===== src/rtl/microwave_pkg.sv =====
// Shared state codes and helpers for the microwave controller.
// State encodings are also consumed by the VGA module via oState.
package microwave_pkg;

  localparam int STATE_W = 3;

  typedef enum logic [STATE_W-1:0] {
    S_IDLE      = 3'd0,
    S_LOAD_DUR  = 3'd1,
    S_LOAD_HEAT = 3'd2,
    S_READY     = 3'd3,
    S_COOK      = 3'd4,
    S_PAUSE     = 3'd5,
    S_DONE      = 3'd6,
    S_CLEAR     = 3'd7
  } state_e;

  function automatic int cnt_width(input int n);
    return (n > 1) ? $clog2(n) : 1;
  endfunction

endpackage


===== src/rtl/microwave_control_rise_detect.sv =====
// Rising-edge detector for a debounced key.
// History resets high so a key held through reset gives no edge.
module riseDetect (
  input  logic clk_i,
  input  logic rst_ni,
  input  logic sig_i,
  output logic rise_o
);

  logic prev_q;

  always_ff @(posedge clk_i or negedge rst_ni) begin
    if (!rst_ni) begin
      prev_q <= 1'b1;
    end else begin
      prev_q <= sig_i;
    end
  end

  assign rise_o = sig_i & ~prev_q;

endmodule


===== src/rtl/microwave_control.sv =====
// Microwave oven control FSM (Moore, registered outputs).
// Define DOOR_INTERLOCK_EN to let iDoorOpen block/pause cooking.
module microwave_control
  import microwave_pkg::*;
#(
  parameter int CLOCK_FREQUENCY = 50000000,
  parameter int DONE_HOLD_S     = 3
) (
  input  logic               clock,
  input  logic               resetn,
  input  logic               iLoad,
  input  logic               iStart,
  input  logic               iCancel,
  input  logic               iDoorOpen,
  input  logic               iDone,
  output logic               oLoadDuration,
  output logic               oLoadHeat,
  output logic               oStart,
  output logic               oControlReset,
  output logic [STATE_W-1:0] oState,
  output logic               oDoneAlarm
);

  localparam int HOLD_CYCLES = DONE_HOLD_S * CLOCK_FREQUENCY;
  localparam int CNT_W       = cnt_width(HOLD_CYCLES);
  localparam logic [CNT_W-1:0] CNT_LAST =
    CNT_W'(HOLD_CYCLES - 1);

  state_e           state_q, state_d;
  logic [CNT_W-1:0] cnt_q, cnt_d;
  logic             ld_dur_q;
  logic             ld_heat_q;
  logic             start_q;
  logic             ctl_rst_q;
  logic             alarm_q;

  logic load_rise;
  logic cancel_rise;
  logic door_ok;
  logic start_ok;

  riseDetect u_load_rise (
    .clk_i  (clock),
    .rst_ni (resetn),
    .sig_i  (iLoad),
    .rise_o (load_rise)
  );

  riseDetect u_cancel_rise (
    .clk_i  (clock),
    .rst_ni (resetn),
    .sig_i  (iCancel),
    .rise_o (cancel_rise)
  );

`ifdef DOOR_INTERLOCK_EN
  assign door_ok = ~iDoorOpen;
`else
  logic unused_door;
  assign unused_door = iDoorOpen;
  assign door_ok     = 1'b1;
`endif

  assign start_ok = iStart & door_ok;

  // Cancel wins over every other event in the states that accept it.
  always_comb begin
    state_d = state_q;
    cnt_d   = '0;
    unique case (state_q)
      S_IDLE: begin
        if (load_rise) state_d = S_LOAD_DUR;
      end
      S_LOAD_DUR: begin
        if (cancel_rise)    state_d = S_CLEAR;
        else if (load_rise) state_d = S_LOAD_HEAT;
      end
      S_LOAD_HEAT: begin
        if (cancel_rise)    state_d = S_CLEAR;
        else if (load_rise) state_d = S_READY;
      end
      S_READY: begin
        if (cancel_rise)   state_d = S_CLEAR;
        else if (start_ok) state_d = S_COOK;
      end
      S_COOK: begin
        if (cancel_rise)    state_d = S_CLEAR;
        else if (iDone)     state_d = S_DONE;
        else if (!start_ok) state_d = S_PAUSE;
      end
      S_PAUSE: begin
        if (cancel_rise)   state_d = S_CLEAR;
        else if (start_ok) state_d = S_COOK;
      end
      S_DONE: begin
        if (cancel_rise)            state_d = S_CLEAR;
        else if (cnt_q == CNT_LAST) state_d = S_CLEAR;
        else                        cnt_d = cnt_q + 1'b1;
      end
      S_CLEAR: begin
        state_d = S_IDLE;
      end
      default: begin
        state_d = S_IDLE;
      end
    endcase
  end

  always_ff @(posedge clock or negedge resetn) begin
    if (!resetn) begin
      state_q   <= S_IDLE;
      cnt_q     <= '0;
      ld_dur_q  <= 1'b0;
      ld_heat_q <= 1'b0;
      start_q   <= 1'b0;
      ctl_rst_q <= 1'b0;
      alarm_q   <= 1'b0;
    end else begin
      state_q   <= state_d;
      cnt_q     <= cnt_d;
      ld_dur_q  <= (state_d == S_LOAD_DUR);
      ld_heat_q <= (state_d == S_LOAD_HEAT);
      start_q   <= (state_d == S_COOK);
      ctl_rst_q <= (state_d == S_CLEAR);
      alarm_q   <= (state_d == S_DONE);
    end
  end

  assign oState        = state_q;
  assign oLoadDuration = ld_dur_q;
  assign oLoadHeat     = ld_heat_q;
  assign oStart        = start_q;
  assign oControlReset = ctl_rst_q;
  assign oDoneAlarm    = alarm_q;

endmodule


===== config.mk =====
export PLATFORM = sky130hd
export DESIGN_NAME = microwave_control
export DESIGN_NICKNAME = d
export VERILOG_FILES = /design/src/rtl/microwave_pkg.sv /design/src/rtl/microwave_control_rise_detect.sv /design/src/rtl/microwave_control.sv
export SDC_FILE = /design/constraint.sdc
export NUM_CORES = 1
export LEC_CHECK = 0
export BUFFER_PORTS_ARGS = -buffer_cell sky130_fd_sc_hd__buf_4
export CAP_MARGIN = 5
export CORE_MARGIN = 3
export CORE_UTILIZATION = 60
export DETAILED_ROUTE_END_ITERATION = 7
export GPL_ROUTABILITY_DRIVEN = 0
export PLACE_DENSITY = 0.89
export RECOVER_POWER = 100
export SLEW_MARGIN = 20
export SYNTH_ARGS = -nofsm -noshare
export SYNTH_HDL_FRONTEND = slang
export SYNTH_HIERARCHICAL = 1
export SYNTH_SLANG_ARGS = --single-unit

===== constraint.sdc =====
create_clock -name clock -period 2.6 [get_ports clock]
set_clock_uncertainty 0.05 [all_clocks]
set_input_delay 0.39 -clock clock [delete_from_list [all_inputs] [get_ports clock]]
set_output_delay 0.39 -clock clock [all_outputs]
set_load 0.02 [all_outputs]

* Word-level counts from Yosys, hierarchy flattened
Index checks and enable logic that the tools add are counted.
Operators by class: reductions and logical operators 2, equality and inequality tests 13, add/subtract/negate cells 1, bitwise operators 4, muxes and demuxes 16
Operator list (count):
- 28-bit two-way mux | 3
- 3-bit two-way mux | 12
- 28-bit by 1-bit adder with 28-bit output, second input constant | 1
- 28-bit equality test, second input constant | 1
- 3-bit equality test, second input constant | 7
- 3-bit case mux with 7 select lines | 1
- 3-bit by 2-bit equality test with 1-bit output, second input constant | 3
- 3-bit by 1-bit equality test with 1-bit output, second input constant | 2
- 3-bit zero test | 1
- 1-bit bitwise AND | 2
- 1-bit inverter | 2
- 2-bit OR reduction | 1
Word-level totals: input bits 7, logic and storage cells 45, register bits 38, output and inout bits 8

* Longest topological paths before layout
depth in word-level cells 6, depth in mapped cells 6, gate-level depth less buffers 5

* Modules after synthesis
Netlist, hierarchy kept.
Modules (own cells, without submodules):
- microwave_control | area each 2068.2 um^2, cells each 222, times used 1, seq. area each 900.9 um^2
- riseDetect | area each 40.0 um^2, cells each 2, times used 2, seq. area each 26.3 um^2

* Worst setup path after synthesis
OpenSTA, ideal clock, no wires.
path type register -> register, start point reg cnt_q[11], end point reg cnt_q[25], arrival time 1.951 ns, required time 2.420 ns, cell stages (with the launch flop) 7, setup slack 0.469 ns, clock period less this slack 2.131 ns, library setup time 0.130 ns, buffers on the path 2, cells stage by stage dfrtp_1 buf_6 or4_1 or4_4 o21ai_2 buf_4 a21oi_1
On the way: word-level cells in the longest chain between the ends 4, elaborated cells on any way between the ends 5, those cells by class add/sub: 1; eq/ne: 1; mux: 3
RTL lines:
- start, declared | RTL line microwave_control.sv:30 | logic [CNT_W-1:0] cnt_q, cnt_d;
- start signal, assigned | RTL line microwave_control.sv:120 | cnt_q <= cnt_d;
- 28-bit by 1-bit adder with 28-bit output or 28-bit equality test (tied branches) | RTL line microwave_control.sv:98, microwave_control.sv:97
- 28-bit two-way mux * | RTL line microwave_control.sv:97 | else if (cnt_q == CNT_LAST) state_d = S_CLEAR;
- 28-bit two-way mux * | RTL line microwave_control.sv:96 | if (cancel_rise) state_d = S_CLEAR;
- 28-bit two-way mux * | RTL line microwave_control.sv:70 | unique case (state_q)
- named net cnt_d[25] | RTL line microwave_control.sv:30
Mark *: on every way through the listed nets, which the timed path passes. The rest lies on a longest branch.

* Worst setup path after layout
start point reg cnt_q[0], end point reg ld_dur_q (netlist: oLoadDuration)
On the way: word-level cells in the longest chain between the ends 5
RTL lines:
- 28-bit equality test | RTL line microwave_control.sv:97
- 3-bit two-way mux | RTL line microwave_control.sv:97
- 3-bit two-way mux | RTL line microwave_control.sv:96
- 3-bit case mux with 7 select lines | RTL line microwave_control.sv:70
- 3-bit by 1-bit equality test with 1-bit output | RTL line microwave_control.sv:121 | ld_dur_q <= (state_d == S_LOAD_DUR);
- end signal, assigned | RTL line microwave_control.sv:121
- end, declared | RTL line microwave_control.sv:31 | logic ld_dur_q;
No other way between the ends.

==> impl_metrics.py <==
metrics = {
    "worst_setup_path": {
        "critPathMaxFanout": 5,
        "r2r_end": "oLoadDuration$_DFF_PN0_",
        "criticalPathCategory": "flip-flop to flip-flop",
        "reg2regPathDepth": 5,
        "r2r_start": "cnt_q[0]$_DFF_PN0_",
        "cp-startpoint": "cnt_q[0]$_DFF_PN0_",
        "critical-path-slowest-cell": "or4_1",
        "path_delay_family": "simple AND/OR/NAND/NOR gates",
        "r2r_slack_ps": 330,
        "crit_chain": "ha_1 > nand3_1 > or4_1 > or3_1 > a211oi_1",
        "crit_path_end_kind": "flip-flop",
        "required_ps": 2800,
        "max_stage_delay_ps": 630,
        "arrival_ps": 2470,
        "critPathLaunchType": "flip-flop",
        "worst-path-buf-inv": 0,
    },
    "power_and_ir_drop": {
        "p_leak_uw": 0.000825,
        "power_frac_comb": 0.303,
        "p_sw_frac": 0.383,
        "ir_drop_v": 0.000288,
        "cellPowerDensity_nw_per_um2": 701,
        "power.switching_uw": 598,
        "clkPwrFrac": 0.198,
        "intPower_uw": 964,
        "seq_power_share": 0.499,
    },
    "layout": {
        "nets": 243,
        "largest_reg_flops": 28,
        "multi_input_area_um2": 1060,
        "seq_area_um2": 953,
        "drive_gt1_frac": 0.0932,
        "nFillCells": 277,
        "final_cell_area_um2": 2230,
        "final_cell_count_no_fill": 282,
        "top_register": "cnt_q",
        "flow.area_growth_from_synthesis_pct": 3.67,
        "insertedDiodeCount": 0,
    },
    "timing": {
        "fmax_ghz": 0.441,
        "worst_slew_pin_slew_ps": 906,
        "hold_viol_final": 0,
        "slew-limit-headroom": 0.396,
        "min_period_ps": 2270,
        "slew_viol_final": 0,
        "setup_tns_ps": 0,
        "grt_setup_unrepaired": "false",
        "finalSetupViolations": 0,
        "finalCritPeriodShare": 0.873,
    },
    "yosys": {
        "synth_xor_area_frac": 0.0612,
        "synth_edf_count": 0,
        "syn_nets": 234,
        "yosys.cell_types.count": 50,
        "synthCells": 226,
        "syn-cell-area_um2": 2150,
        "synth_top_family_by_area": "simple AND/OR/NAND/NOR gates",
        "synth_ff_type": "dfrtp_1",
        "ys_warn_count": 6,
        "synth_adder_area_share": 0.00582,
        "async_flop_share": 1.00,
        "synthMuxAreaShare": 0.00932,
        "synth_compound_area_frac": 0.129,
        "ys_seq_area_frac": 0.444,
        "synth_area_per_cell_um2": 9.51,
        "synth.ff_latch_count": 38,
        "yosys.area_share.simple": 0.297,
    },
    "min_path": {
        "hold_depth": 1,
        "hold_start": "iCancel",
        "holdPathEnd": "u_cancel_rise/prev_q$_DFF_PN1_",
        "hp-class": "input pin to flip-flop",
    },
    "cts": {
        "worstSkewPairLatency_ps": 340,
        "cts_made_buffers": 5,
        "clock_sinks": 38,
        "cts.repair.resized": 0,
        "h-tree-depth": 2,
        "tritoncts": "done",
        "clock-root-buffer": "clkbuf_4",
        "clk_pin_slew_worst_paths_ps": 100,
        "clockBufferDepth": 2,
    },
    "job": {
        "cap_violations": 0,
    },
    "floorplanning": {
        "die_area_um2": 4330,
        "rows": 21,
        "start_util": 0.634,
        "core_um2": 3390,
        "die_h_um": 65.8,
        "die_w_um": 65.8,
        "num_io_pins": 15,
    },
    "route": {
        "wl_per_cell_um": 14.9,
        "drtIter0Drc": 181,
        "vias": 1764,
        "routed_via_density": 6.26,
        "drt-total-wl_um": 4210,
        "drc": 0,
        "ant_nets": 0,
        "firstDrtPassIters": 4,
    },
    "global_routing": {
        "grt_overflow_total": 0,
        "grt_use_total": 0.212,
        "grt_pass1_wl_um": 7070,
        "grt_pass1_vias": 1568,
        "antenna_found_initial": 0,
        "grt_start_max_net_pins": 39,
    },
    "placement": {
        "port_buffers": 13,
        "place_area_um2": 2220,
        "dp.cells": 273,
        "hpwl_um": 2900,
    },
    "status": {
        "status": "finished clean",
    },
}
repair_timing:
action,CTS,global route
setup endpoints to repair,0,0
buffers inserted,0,0
endpoints found under the hold margin,36,0
hold buffers,1,0
placed cells by master (no fill, tap or decap), drive strengths merged, types with 2 or more instances in the layout:
| master | n |
|---|---|
| dfrtp | 36 |
| nor2 | 21 |
| clkbuf | 20 |
| nand4 | 16 |
| a21oi | 15 |
| o21ai | 13 |
| nand3 | 12 |
| nand2 | 10 |
| xor2 | 9 |
| or3 | 9 |
| nor3 | 8 |
| nor4 | 6 |
| xnor2 | 6 |
| or4 | 5 |
| nor2b | 5 |
| inv | 4 |
| and3 | 4 |
| and4 | 4 |
| o31ai | 3 |
| buf | 3 |
| nand3b | 2 |
| mux2i | 2 |
| a31oi | 2 |
| o41ai | 2 |
| o21a | 2 |
| a211oi | 2 |
| dfstp | 2 |
worst max-delay path by stage:
stage	endpoint	cells past startpoint
finish	oLoadDuration$_DFF_PN0_	5
global route	cnt_q[24]$_DFF_PN0_	6
CTS	oLoadDuration$_DFF_PN0_	4
detailed placement	oLoadDuration$_DFF_PN0_	4
floorplan	cnt_q[25]$_DFF_PN0_	6
global placement	oLoadDuration$_DFF_PN0_	4
logic make-up (layout without fill, tap and decap cells):
group / count (synthesis) / after routing
XOR/XNOR: 15 / 15
multiplexers: 2 / 2
flip-flops: 38 / 38
adder cells (fa/ha/maj): 1 / 1
AND/OR/NAND/NOR: 108 / 108
buffers and inverters: 18 / 28
AO/OA/AOI/OAI: 44 / 44
power groups by stage:
| stage | logic, uW | registers, uW | clock network [uW] |
|---|---|---|---|
| 2_1_floorplan | 421 | 782 | 0 |
| 3_3_place_gp | 519 | 784 | 0 |
| 3_5_place_dp | 531 | 793 | 0 |
| 4_1_cts | 532 | 781 | 320 |
| 5_1_grt | 518 | 792 | 343 |
| 6_report | 473 | 779 | 310 |
cells in the mapped netlist (2+ instances only):
master / instances / area [um2]
dfstp_2: 2 / 52.6
nor2b_4: 2 / 27.5
nor2b_1: 3 / 18.8
nor3_1: 8 / 40.0
a21oi_1: 15 / 75.1
nand3_1: 11 / 55.1
o21a_1: 2 / 15.0
mux2i_1: 2 / 20.0
and4_1: 2 / 17.5
o31ai_1: 3 / 22.5
nand4_1: 16 / 100
o21ai_0: 12 / 60.1
o41ai_1: 2 / 17.5
dfrtp_1: 36 / 901
nor2_1: 21 / 78.8
xor2_1: 9 / 78.8
and3_1: 3 / 18.8
clkbuf_1: 6 / 22.5
buf_6: 4 / 45.0
a31oi_1: 2 / 12.5
nand3b_1: 2 / 15.0
or3_1: 8 / 50.1
nor4_1: 6 / 37.5
xnor2_1: 6 / 52.6
buf_4: 2 / 15.0
and4_2: 2 / 20.0
or4_1: 4 / 30.0
nand2_1: 10 / 37.5
inv_1: 4 / 15.0
layout make-up:
type	count	share of cell area
multi-input cells	170	0.478
inverters	4	0.00674
repair buffers	16	0.0354
clock buffers	8	0.0264
well taps	46	0.0258
flip-flops and latches	38	0.428
stage by stage:
| step | util | hold WS, ps | total power, uW | worst slack [ps] |
|---|---|---|---|---|
| final | 0.657 | 87.7 | 1560 | 330 |
| after global routing | 0.657 | 84.9 | 1650 | 214 |
| after CTS | 0.674 | 95.9 | 1630 | 421 |
| after detailed placement | 0.654 | 330 | 1320 | 440 |
| after global placement | 0.654 | 326 | 1300 | 457 |
| after floorplan | - | 44.4 | 1200 | 469 |
per-layer routing:
layer,routed length (um),track usage,vias to the layer above
li1,-,-,855
met1,1830,0.267,853
met2,2110,0.354,48
met3,197,0.0357,8
met4,74,0.0984,0
met5,0,0,-
(Power assumes the default switching activity.)
